==> src/rtl/uart_mem_cmd_parser.sv <==
// uart_mem_cmd_parser
// Assembles host bytes from the serial receive path into 64-bit memory
// write/read requests, issues them over a req/ack handshake, and returns
// either the read data (8 bytes, MSB first) or a write acknowledge 'K'.
//
// Ports:
//   clk, rst                 system clock, synchronous active-high reset
//   rx_valid, rx_data        received byte strobe and value
//   tx_valid, tx_data,
//   tx_ready                 byte stream to the transmitter (valid/ready)
//   mem_req, mem_we,
//   mem_addr, mem_wdata,
//   mem_ack                  memory request, held until acknowledged
//   mem_rvalid, mem_rdata    read data return
//   busy                     high whenever a frame is in progress
//   err                      one-cycle pulse on protocol error
//
// state    | meaning
// ---------+--------------------------------------------------------
// IDLE     | waiting for an opcode byte
// ADDR     | collecting 3 address bytes, MSB first
// WDATA    | collecting 8 write-data bytes, MSB first
// ISSUE    | mem_req held until mem_ack
// WAIT_RD  | read accepted, waiting for mem_rvalid
// SEND     | streaming 8 read-data bytes to the transmitter
// REPLY    | holding a single reply byte ('K' or '?') until accepted
module uart_mem_cmd_parser #(
  parameter int ADDR_W  = 24,
  parameter int TIMEOUT = 1000000
) (
  input  logic              clk,
  input  logic              rst,
  input  logic              rx_valid,
  input  logic [7:0]        rx_data,
  output logic              tx_valid,
  output logic [7:0]        tx_data,
  input  logic              tx_ready,
  output logic              mem_req,
  output logic              mem_we,
  output logic [ADDR_W-1:0] mem_addr,
  output logic [63:0]       mem_wdata,
  input  logic              mem_ack,
  input  logic              mem_rvalid,
  input  logic [63:0]       mem_rdata,
  output logic              busy,
  output logic              err
);

  typedef enum logic [2:0] {
    S_IDLE, S_ADDR, S_WDATA, S_ISSUE, S_WAIT_RD, S_SEND, S_REPLY
  } state_t;

  localparam int TMR_W = (TIMEOUT > 2) ? $clog2(TIMEOUT) : 1;
  localparam logic [TMR_W-1:0] TMR_LAST = TMR_W'(TIMEOUT - 1);

  state_t            state_q, state_d;
  logic [2:0]        cnt_q, cnt_d;
  logic [TMR_W-1:0]  tmr_q, tmr_d;
  logic [23:0]       addr_q, addr_d;
  logic [63:0]       wdata_q, wdata_d;
  logic [63:0]       rdata_q, rdata_d;
  logic              we_q, we_d;
  logic              req_q, req_d;
  logic              tx_valid_q, tx_valid_d;
  logic [7:0]        tx_data_q, tx_data_d;
  logic              busy_q, busy_d;
  logic              err_q, err_d;

  always_comb begin
    state_d    = state_q;
    cnt_d      = cnt_q;
    tmr_d      = tmr_q;
    addr_d     = addr_q;
    wdata_d    = wdata_q;
    rdata_d    = rdata_q;
    we_d       = we_q;
    req_d      = req_q;
    tx_valid_d = tx_valid_q;
    tx_data_d  = tx_data_q;
    err_d      = 1'b0;

    case (state_q)
      S_IDLE: begin
        if (rx_valid) begin
          cnt_d = 3'd0;
          tmr_d = '0;
          if (rx_data == 8'h57 || rx_data == 8'h52) begin
            state_d = S_ADDR;
            we_d    = (rx_data == 8'h57);
          end else begin
            state_d    = S_REPLY;
            tx_valid_d = 1'b1;
            tx_data_d  = 8'h3F;
            err_d      = 1'b1;
          end
        end
      end
      S_ADDR, S_WDATA: begin
        // A byte on the expiry cycle takes priority and restarts the timer.
        if (rx_valid) begin
          tmr_d = '0;
          cnt_d = cnt_q + 3'd1;
          if (state_q == S_ADDR) begin
            addr_d = {addr_q[15:0], rx_data};
            if (cnt_q == 3'd2) begin
              cnt_d = 3'd0;
              if (we_q) begin
                state_d = S_WDATA;
              end else begin
                state_d = S_ISSUE;
                req_d   = 1'b1;
              end
            end
          end else begin
            wdata_d = {wdata_q[55:0], rx_data};
            if (cnt_q == 3'd7) begin
              cnt_d   = 3'd0;
              state_d = S_ISSUE;
              req_d   = 1'b1;
            end
          end
        end else if (tmr_q == TMR_LAST) begin
          state_d = S_IDLE;
          err_d   = 1'b1;
          tmr_d   = '0;
          cnt_d   = 3'd0;
        end else begin
          tmr_d = tmr_q + TMR_W'(1);
        end
      end
      S_ISSUE, S_WAIT_RD: begin
        err_d = rx_valid;
        if (state_q == S_ISSUE && mem_ack) begin
          req_d = 1'b0;
          if (we_q) begin
            state_d    = S_REPLY;
            tx_valid_d = 1'b1;
            tx_data_d  = 8'h4B;
          end else if (!mem_rvalid) begin
            state_d = S_WAIT_RD;
          end
        end
        // Read data may arrive together with the ack; skip WAIT_RD then.
        if (mem_rvalid && !we_q && (state_q == S_WAIT_RD || mem_ack)) begin
          state_d    = S_SEND;
          tx_valid_d = 1'b1;
          tx_data_d  = mem_rdata[63:56];
          rdata_d    = {mem_rdata[55:0], 8'h00};
          cnt_d      = 3'd0;
        end
      end
      S_SEND: begin
        err_d = rx_valid;
        if (tx_ready) begin
          if (cnt_q == 3'd7) begin
            state_d    = S_IDLE;
            tx_valid_d = 1'b0;
            cnt_d      = 3'd0;
          end else begin
            tx_data_d = rdata_q[63:56];
            rdata_d   = {rdata_q[55:0], 8'h00};
            cnt_d     = cnt_q + 3'd1;
          end
        end
      end
      S_REPLY: begin
        err_d = rx_valid;
        if (tx_ready) begin
          state_d    = S_IDLE;
          tx_valid_d = 1'b0;
        end
      end
      default: state_d = S_IDLE;
    endcase

    busy_d = (state_d != S_IDLE);
  end

  always_ff @(posedge clk) begin
    if (rst) begin
      state_q    <= S_IDLE;
      cnt_q      <= 3'd0;
      tmr_q      <= '0;
      addr_q     <= 24'h0;
      wdata_q    <= 64'h0;
      rdata_q    <= 64'h0;
      we_q       <= 1'b0;
      req_q      <= 1'b0;
      tx_valid_q <= 1'b0;
      tx_data_q  <= 8'h00;
      busy_q     <= 1'b0;
      err_q      <= 1'b0;
    end else begin
      state_q    <= state_d;
      cnt_q      <= cnt_d;
      tmr_q      <= tmr_d;
      addr_q     <= addr_d;
      wdata_q    <= wdata_d;
      rdata_q    <= rdata_d;
      we_q       <= we_d;
      req_q      <= req_d;
      tx_valid_q <= tx_valid_d;
      tx_data_q  <= tx_data_d;
      busy_q     <= busy_d;
      err_q      <= err_d;
    end
  end

  assign tx_valid  = tx_valid_q;
  assign tx_data   = tx_data_q;
  assign mem_req   = req_q;
  assign mem_we    = we_q;
  assign mem_addr  = addr_q[ADDR_W-1:0];
  assign mem_wdata = wdata_q;
  assign busy      = busy_q;
  assign err       = err_q;

endmodule

==> config.mk <==
export PLATFORM = sky130hd
export DESIGN_NAME = uart_mem_cmd_parser
export DESIGN_NICKNAME = d
export VERILOG_FILES = /design/src/rtl/uart_mem_cmd_parser.sv
export SDC_FILE = /design/constraint.sdc
export NUM_CORES = 1
export LEC_CHECK = 0
export ABC_AREA = 1
export BUFFER_PORTS_ARGS = -buffer_cell sky130_fd_sc_hd__buf_4
export CAP_MARGIN = 25
export CORE_UTILIZATION = 58
export CTS_CLUSTER_DIAMETER = 120
export DETAILED_ROUTE_END_ITERATION = 6
export GPL_TIMING_DRIVEN = 1
export PLACE_DENSITY = 0.84
export SLEW_MARGIN = 30
export SYNTH_ARGS = -nofsm -noshare
export SYNTH_HDL_FRONTEND = slang
export SYNTH_SLANG_ARGS = --single-unit
==> constraint.sdc <==
create_clock -name clk -period 3.15 [get_ports clk]
set_clock_uncertainty 0.2 [all_clocks]
set_input_delay 0.4725 -clock clk [delete_from_list [all_inputs] [get_ports clk]]
set_output_delay 0.4725 -clock clk [all_outputs]
set_load 0.02 [all_outputs]
==> results.md, run 1 <==
| Group | Item | Reported |
|---|---|---|
| status | Run status | complete, no violations |
| power | Portion of total power attributed to the clock network | 36.3% |
| critical path | Crit Path Category | flip-flop to flip-flop |
| critical path | Worst reg2reg setup slack | 660 ps |
| power | Static Leak | 4.475 nW |
| timing | Max frequency | 0.4014 GHz |
| routing | Initial detailed-routing violation count | 661 |
| timing | Pin slew with the least headroom to its limit | 850.3 ps |
| die | Core Area | 13350 um^2 |
| yosys | Unique masters post-synth | 30 |
| routing | Vias | 7838 |
| power | Internal power component | 4.077 mW |
| clock tree | CTS sink count | 183 |
| routing | Antenna Nets Post-Route | 0 |
| critical path | Peak fanout along the critical path | 56 |
| clock tree | Post-CTS clock slew at the launch and capture registers of the worst setup and hold paths | 70 ps |
| final layout | Area added between synthesis and finish | 24.86% |
| placed design | Port Buf Inserts | 178 |
| final layout | Number of nets in the layout | 1419 |
| grt | Wire length of the first global-routing pass | 33800 um |
| timing | Final-layout setup total negative slack | 0 ps |
| critical path | Reg2reg path depth | 10 |
| die | Row Count | 42 |
| routing | DR DRC count | 0 |
| final layout | Count of inserted antenna diode cells | 0 |
| final layout | Layout cell share with drive strength beyond 1 | 17.93% |
| yosys | Post-Synthesis Net Count | 1277 |
| routing | Via density | 5.136 |
| critical path | Cell-by-cell trace of the critical path | nand2_2, o21ai_2, buf_4, nand2_2, inv_2, nor2_1, nand2_1, buf_4, nand2_1, a21oi_1 |
| critical path | Startpoint kind of the worst setup timing path | flip-flop |
| final layout | Count of placed standard cells in the final layout, fillers left out | 1526 |
| yosys | Mean cell area of the mapped netlist | 6.718 um^2 |
| clock tree | Number of cells upsized or downsized after cts | 0 |
| clock tree | Number of buffers created by CTS | 17 |
| critical path | Reg-to-reg endpoint | rdata_q[59]$_SDFFE_PP0P_ |
| clock tree | Cell at the root of the clock tree | sky130_fd_sc_hd__clkbuf_16 |
| critical path | Largest stage delay, worst path | 610 ps |
| yosys | Synth warnings | 0 |
| yosys | Netlist area before placement | 8028 um^2 |
| critical path | Data arrival, critical path | 2640 ps |
| timing | Final Hold Vio Count | 0 |
| die | Die X | 119.6 um |
| critical path | Kind of end point of the critical path | flip-flop |
| routing | Routed Wire Length | 20620 um |
| power | Proportion of power drawn by combinational gates | 19.0% |
| grt | Largest net degree at the start of global routing | 103 |
| hold path | Instance count along the most critical hold path | 3 |
| timing | RSZ-0062 raised after global routing | false |
| run | Reported max-cap violation count | 0 |
| timing | Final worst-path cycle share | 79.08% |
| yosys | Share of the synthesized area in the top cell type | 45.64% |
| routing | Pre-Repair DR Iteration Count | 5 |
| clock tree | Count of hold buffers inserted by post-cts repair | 0 |
| placed design | HPWL after detailed placement | 13930 um |
| timing | Final setup violating endpoints | 0 |
| clock tree | Buffers from clock root to sink, at most | 2 |
| clock tree | TritonCTS clock tree | built |
| final layout | Leading cell types in the layout, fill and taps excluded | sky130_fd_sc_hd__nand2_1 (379), sky130_fd_sc_hd__buf_4 (189), sky130_fd_sc_hd__dfxtp_1 (183), sky130_fd_sc_hd__a21oi_1 (137), sky130_fd_sc_hd__nor2_1 (120) |
| yosys | FF+latch count, synth | 183 |
| power | Sequential share of power | 44.8% |
| power | Power density relative to cell area | 590.6 nW/um^2 |
| placed design | Routability Congestion | 0.8739 |
| power | Worst voltage drop across the vdd grid | 0.0004481 V |
| timing | Max transition margin | 43.32% |
| die | Die extent in y | 119.6 um |
| yosys | Post-synthesis cell count | 1195 |
| grt | Number of global-route vias before repair | 7079 |
| yosys | Biggest area consumer among synthesized cells | sky130_fd_sc_hd__dfxtp_1 |
| hold path | Type of the tightest min-delay check | input pin to flip-flop |
| die | Die Area | 14310 um^2 |
| critical path | Cell at the slowest stage of the critical path | sky130_fd_sc_hd__dfxtp_1 |
| grt | Overflow left after global routing | 0 |
| die | Top Ports | 179 |
| placed design | Placed insts | 1494 |
| final layout | Count of fill cells added during filler insertion | 1053 |
| clock tree | Number of H-tree levels | 4 |
| power | Switching power | 1.842 mW |
| routing | WL per Instance | 13.51 um |
| timing | Fin crit period | 2491 ps |
| hold path | Hold worst-path end | mem_addr[2]$_SDFFE_PP0P_ |
| die | Starting density of the core | 60.14% |
| power | Switching Share | 31.12% |
| timing | Max-slew violations | 0 |
| clock tree | Total setup buffers inserted after CTS | 0 |
| final layout | Most common cell after layout, fill and taps aside | sky130_fd_sc_hd__nand2_1 |
| yosys | Largest cells by area after synthesis | sky130_fd_sc_hd__dfxtp_1 (46%), sky130_fd_sc_hd__nand2_1 (18%), sky130_fd_sc_hd__a21oi_1 (8.5%) |
| clock tree | Clock latency at the later pin of the worst-skew pair | 430 ps |
| critical path | Critical R2R Launch | state_q[1]$_SDFF_PP0_ |
| grt | Number of antenna violations at the first check in global routing | 0 |
| critical path | Crit path required time | 3300 ps |
| grt | Total GRT Usage | 29.29% |
| yosys | Portion of the post-synthesis area used by sequential elements | 45.64% |
| hold path | Worst min-delay path startpoint | rx_data[2] |
-- cells in the mapped netlist (all sizes together) --
cell type,number
a21oi,137
a22oi,1
a31oi,6
buf,25
clkbuf,42
dfxtp,183
ha,4
inv,119
nand2,383
nand3,34
nand3b,1
nand4,9
nor2,124
nor3,13
nor3b,1
o21ai,106
o21bai,1
or2,2
xnor2,1
xor2,3
-- layout make-up --
class,instances,area [um^2],share of cell area (%)
tap,176,220.2,2.197
multi-input combinational,826,3643,36.35
timing repair buffer,190,1439,14.36
clock inverter,15,185.2,1.847
clock buffer,17,425.4,4.244
sequential,183,3664,36.55
inverter,119,446.7,4.456
-- power groups by stage --
stage	sequential, mW	combinational [mW]	clock, mW
after floorplan	2.80	0.596	0
after global placement	2.69	1.09	0
after detailed placement	2.69	1.11	0
after CTS	2.65	1.12	2.17
after global routing	2.67	1.25	2.27
final	2.65	1.12	2.15
-- worst max-delay path, delay by kind of cell, from the launching register on --
family,cells,cell delay (ps)
AND/OR/NAND/NOR,5,520
buffers and inverters,3,740
AO/OA/AOI/OAI,2,330
flip-flops,1,610
-- logic make-up after synthesis --
| kind of cell | after synthesis | synth area share, % |
|---|---|---|
| DFF | 183 | 45.64 |
| and+or+nand+nor | 567 | 28.21 |
| adders and majority gates | 4 | 0.6235 |
| buffers and inverters | 186 | 9.242 |
| AOI/OAI and AO/OA | 251 | 15.85 |
| xor gates and xnor gates | 4 | 0.4365 |
-- registers in the layout, indices dropped and copies added (netlist names), 3 cells and up --
signal	cells
rdata_q	56
mem_wdata	64
state_q	3
tx_data	8
cnt_q	3
tmr_q	20
mem_addr	24
-- through the flow --
stage,utilization (%),power [mW],worst slack (ps),hold WS (ps),cell area (um^2)
finish,75.09,5.919,658.9,114.5,10020
detailed placement,70.52,3.806,721.0,237.0,9413
floorplan,-,3.395,1219,240.1,8028
CTS,75.09,5.940,694.4,103.1,10020
global placement,70.52,3.785,836.5,233.2,9413
global route,75.09,6.192,467.2,119.5,10020
-- how the worst max path moves through the flow --
stage	start	endpoint	slack, ps	cells past startpoint
after global routing	state_q[2]$_SDFF_PP0_	rdata_q[63]$_SDFFE_PP0P_	470	10
after floorplan	rx_valid	tmr_q[18]$_SDFFE_PP0P_	1220	10
final	state_q[1]$_SDFF_PP0_	rdata_q[59]$_SDFFE_PP0P_	660	10
after global placement	state_q[1]$_SDFF_PP0_	rdata_q[48]$_SDFFE_PP0P_	840	10
after CTS	state_q[1]$_SDFF_PP0_	rdata_q[59]$_SDFFE_PP0P_	690	10
after detailed placement	state_q[1]$_SDFF_PP0_	rdata_q[32]$_SDFFE_PP0P_	720	10
-- metal layers --
metal  wire, um  track usage (%)
met1       9268            39.31
met2       9830            47.87
met3       1241            6.084
met4        275            7.656
met5          0                0
Note: power is estimated with default switching activity, not from simulation.
==> run 2, diff against run 1 <==
--- a/config.mk
+++ b/config.mk
@@ -5,14 +5,14 @@
 export SDC_FILE = /design/constraint.sdc
 export NUM_CORES = 1
 export LEC_CHECK = 0
-export ABC_AREA = 1
+export ABC_AREA = 0
 export BUFFER_PORTS_ARGS = -buffer_cell sky130_fd_sc_hd__buf_4
 export CAP_MARGIN = 25
-export CORE_UTILIZATION = 58
+export CORE_UTILIZATION = 54
 export CTS_CLUSTER_DIAMETER = 120
 export DETAILED_ROUTE_END_ITERATION = 6
 export GPL_TIMING_DRIVEN = 1
-export PLACE_DENSITY = 0.84
+export PLACE_DENSITY = 0.79
 export SLEW_MARGIN = 30
 export SYNTH_ARGS = -nofsm -noshare
 export SYNTH_HDL_FRONTEND = slang
==> constraint.sdc (replaced) <==
create_clock -name clk -period 2.5 [get_ports clk]
set_clock_uncertainty 0.2 [all_clocks]
set_input_delay 0.375 -clock clk [delete_from_list [all_inputs] [get_ports clk]]
set_output_delay 0.375 -clock clk [all_outputs]
set_load 0.02 [all_outputs]
==> run 2 against run 1 <==
Effect of this change:
- sequential power rose by 29%
- synthesized area fell by 2.2%
- synthesized cell count fell by 17%
- fmax rose by 6.7%
- utilization fell by 3.9 points
- via count fell by 2.9%
- sequential cell count did not move
- first-iteration DRC count rose by 11%
- wire length fell by 2.9%
- global-route usage fell by 2.7 points
- cell area fell by 0.27%
==> results.md, run 2 <==
| Group | Item | Reported | Delta |
|---|---|---|---|
| status | Run status | complete, no violations | unchanged |
| yosys | Count of flip-flops with a built-in enable after synthesis | 0 | unchanged |
| clock tree | TritonCTS clock tree | built | unchanged |
| final layout | Number of nets in the layout | 1230 | was 1419 |
| placed design | Cell area after placement | 9364 um^2 | was 9413 um^2 |
| timing | Worst hold margin | 5.006 ps | was 114.5 ps |
| routing | Pre-Repair DR Iteration Count | 5 | unchanged |
| timing | RSZ-0062 raised after global routing | false | unchanged |
| final layout | Leading cell types in the layout, fill and taps excluded | sky130_fd_sc_hd__nand2_1 (244), sky130_fd_sc_hd__buf_4 (202), sky130_fd_sc_hd__dfxtp_1 (182), sky130_fd_sc_hd__a21oi_1 (122), sky130_fd_sc_hd__nor2_1 (86) | was sky130_fd_sc_hd__nand2_1 (379), sky130_fd_sc_hd__buf_4 (189), sky130_fd_sc_hd__dfxtp_1 (183), sky130_fd_sc_hd__a21oi_1 (137), sky130_fd_sc_hd__nor2_1 (120) |
| yosys | Synth warnings | 0 | unchanged |
| placed design | HPWL after detailed placement | 13560 um | was 13930 um |
| routing | Initial detailed-routing violation count | 731 | was 661 |
| timing | Final-layout setup total negative slack | 0 ps | unchanged |
| routing | WL per Instance | 14.93 um | was 13.51 um |
| yosys | Post-synthesis cell count | 994 | was 1195 |
| timing | Final worst-path cycle share | 93.37% | was 79.08% |
| yosys | Portion of the post-synthesis area used by sequential elements | 46.67% | was 45.64% |
| critical path | Peak fanout along the critical path | 16 | was 56 |
| critical path | Cell-by-cell trace of the critical path | ha_1, ha_1, nand2b_1, a21oi_1, o21a_2, buf_4, nor2_1, a311oi_1 | was nand2_2, o21ai_2, buf_4, nand2_2, inv_2, nor2_1, nand2_1, buf_4, nand2_1, a21oi_1 |
| timing | Max frequency | 0.4284 GHz | was 0.4014 GHz |
| critical path | Crit path top cell by count | sky130_fd_sc_hd__ha_1 |  |
| yosys | Netlist area before placement | 7850 um^2 | was 8028 um^2 |
| yosys | FF+latch count, synth | 183 | unchanged |
| clock tree | Cell at the root of the clock tree | sky130_fd_sc_hd__clkbuf_16 | unchanged |
| placed design | Placed insts | 1302 | was 1494 |
| placed design | Worst slack, placed | 225.7 ps | was 721.0 ps |
| grt | Number of antenna violations at the first check in global routing | 0 | unchanged |
| final layout | Number of flip-flops in the largest register | 64 | unchanged |
| yosys | Share of the synthesized area in the top cell type | 46.67% | was 45.64% |
| yosys | Mean cell area of the mapped netlist | 7.897 um^2 | was 6.718 um^2 |
| power | Static Leak | 3.831 nW | was 4.475 nW |
| timing | Max transition margin | 57.44% | was 43.32% |
| hold path | Type of the tightest min-delay check | input pin to flip-flop | unchanged |
| clock tree | CTS sink count | 183 | unchanged |
| grt | Overflow left after global routing | 0 | unchanged |
| final layout | Count of placed standard cells in the final layout, fillers left out | 1341 | was 1526 |
| power | Power density relative to cell area | 780.5 nW/um^2 | was 590.6 nW/um^2 |
| placed design | Routability Congestion | 0.9194 | was 0.8739 |
| final layout | Fin util | 71.18% | was 75.09% |
| routing | Vias | 7609 | was 7838 |
| die | Starting density of the core | 55.90% | was 60.14% |
| yosys | Most common flop cell mapped by yosys | sky130_fd_sc_hd__dfxtp_1 | unchanged |
| critical path | Data arrival, critical path | 2450 ps | was 2640 ps |
| yosys | Largest cells by area after synthesis | sky130_fd_sc_hd__dfxtp_1 (47%), sky130_fd_sc_hd__nand2_1 (12%), sky130_fd_sc_hd__a21oi_1 (7.8%) | was sky130_fd_sc_hd__dfxtp_1 (46%), sky130_fd_sc_hd__nand2_1 (18%), sky130_fd_sc_hd__a21oi_1 (8.5%) |
| timing | Final setup violating endpoints | 0 | unchanged |
| grt | Largest net degree at the start of global routing | 65 | was 103 |
| yosys | Unique masters post-synth | 60 | was 30 |
| yosys | Top-count cell post-synth | sky130_fd_sc_hd__nand2_1 | unchanged |
| critical path | Largest stage delay, worst path | 330 ps | was 610 ps |
| die | Top Ports | 179 | unchanged |
| grt | Wire length of the first global-routing pass | 31790 um | was 33800 um |
| clock tree | Clock latency at the later pin of the worst-skew pair | 430 ps | about the same |
| timing | Max-slew violations | 0 | unchanged |
| final layout | Post-route cell area | 9996 um^2 | was 10020 um^2 |
| critical path | Cell at the slowest stage of the critical path | sky130_fd_sc_hd__dfxtp_1 | unchanged |
| critical path | Cell class contributing the biggest share of worst-path delay | compound AO/OA/AOI/OAI gates | was buffers and inverters |
| power | Power, Total | 7.801 mW | was 5.919 mW |
| timing | Final setup slack of the worst path | 165.8 ps | was 658.9 ps |
| clock tree | Post-CTS clock slew at the launch and capture registers of the worst setup and hold paths | 70 ps | about the same |
| power | Worst voltage drop across the vdd grid | 0.0005597 V | was 0.0004481 V |
| final layout | Count of inserted antenna diode cells | 0 | unchanged |
| die | Die X | 122.6 um | was 119.6 um |
| timing | Pin slew with the least headroom to its limit | 634.2 ps | was 850.3 ps |
| die | Die extent in y | 122.6 um | was 119.6 um |
| routing | DR DRC count | 0 | unchanged |
| routing | Routed Wire Length | 20020 um | was 20620 um |
| final layout | Most common cell after layout, fill and taps aside | sky130_fd_sc_hd__nand2_1 | unchanged |
| critical path | Crit path required time | 2620 ps | was 3300 ps |
| die | Core Area | 14040 um^2 | was 13350 um^2 |
| yosys | Post-Synthesis Net Count | 1076 | was 1277 |
| grt | Total GRT Usage | 26.62% | was 29.29% |
| yosys | Biggest area consumer among synthesized cells | sky130_fd_sc_hd__dfxtp_1 | unchanged |
| clock tree | Number of buffers created by CTS | 17 | unchanged |
| yosys | Async set-or-reset flop fraction in the synthesized netlist | 0% | unchanged |
| final layout | Layout cell share with drive strength beyond 1 | 21.79% | was 17.93% |
| routing | Via density | 5.674 | was 5.136 |
| critical path | Kind of end point of the critical path | flip-flop | unchanged |
| yosys | Most used standard cells in the synthesized netlist | sky130_fd_sc_hd__nand2_1 (245), sky130_fd_sc_hd__dfxtp_1 (183), sky130_fd_sc_hd__a21oi_1 (122) | was sky130_fd_sc_hd__nand2_1 (380), sky130_fd_sc_hd__dfxtp_1 (183), sky130_fd_sc_hd__a21oi_1 (137) |
| critical path | Crit Path Category | flip-flop to flip-flop | unchanged |
| timing | Fin crit period | 2334 ps | was 2491 ps |
| routing | Antenna Nets Post-Route | 0 | unchanged |
| clock tree | Buffers from clock root to sink, at most | 2 | unchanged |
| clock tree | Number of H-tree levels | 4 | unchanged |
| final layout | Area added between synthesis and finish | 27.34% | was 24.86% |
| timing | Final Hold Vio Count | 0 | unchanged |
| critical path | Worst path bufs/invs | 1 | was 3 |
| die | Row Count | 43 | was 42 |
| run | Reported max-cap violation count | 0 | unchanged |
| grt | Number of global-route vias before repair | 6509 | was 7079 |
| die | Die Area | 15020 um^2 | was 14310 um^2 |
| critical path | Startpoint kind of the worst setup timing path | flip-flop | unchanged |
| clock tree | Number of cells upsized or downsized after cts | 0 | unchanged |
| placed design | Port Buf Inserts | 178 | unchanged |
run 2: cell types whose count changed after synthesis, sizes merged, moves of 9 or more:
cell,change
a311oi,+49
nand3,+25
nor2,-38
nand2b,+12
a21oi,-15
a22oi,+9
o21ai,-87
xor2,+12
buf,+13
nand2,-138
nor4,+9
inv,-109
run 2: cell type report:
type | instances | area, um^2
sequential | 183 | 3665
inverter | 10 | 37.54
tap | 180 | 225.2
timing repair buffer | 214 | 1697
fill | 1206 | 4046
multi-input combinational | 722 | 3807
clock inverter | 13 | 121.4
clock buffer | 19 | 442.9
run 2: metal layers:
layer	part of all wire (%)	wire length, um	global-route usage (%)
met5	0	0	0
met4	1.5	292	7.927
met3	7.8	1566	5.716
met2	47	9406	41.82
met1	44	8752	36.53
run 2: tightest hold or removal path, delay by kind of cell:
kind	cells	cell delay (ps)
AO/OA/AOI/OAI	1	70
AND/OR/NAND/NOR	1	80
buffers and inverters	1	80
run 2: power by group:
group	leakage, nW	switching (mW)	internal (mW)
Clock	0.268	1.15	1.41
Combinational	2.08	1.10	0.726
Sequential	1.49	0.199	3.21
Total	3.83	2.46	5.35
run 2: path summary, 6_finish.rpt:
check | startpoint | to | slack [ps] | cells after the start
worst max-delay path | cnt_q[0]$_SDFFE_PP0P_ | rdata_q[20]$_SDFFE_PP0P_ | 170 | 8
worst min-delay path | mem_rdata[2] | rdata_q[10]$_SDFFE_PP0P_ | 5 | 3
worst max register to register | cnt_q[0]$_SDFFE_PP0P_ | rdata_q[20]$_SDFFE_PP0P_ | 170 | 8
worst min register to register | mem_addr[18]$_SDFFE_PP0P_ | mem_addr[18]$_SDFFE_PP0P_ | 260 | 2
run 2: logic make-up (layout without fill, tap and decap cells):
logic type / Yosys count / count (layout) / share of synthesized area (%)
simple gates: 462 / 462 / 26.30
compound gates: 233 / 233 / 18.73
flops: 183 / 183 / 46.67
buf+inv: 89 / 256 / 5.052
xor+xnor: 20 / 20 / 2.231
fa+ha+maj: 4 / 4 / 0.6376
mux: 3 / 3 / 0.3825
run 2: repair_timing:
item,in CTS,in global routing
setup buffers,0,1
hold buffers,6,0
hold endpoints to repair,6,0
endpoints found under the setup margin,0,7
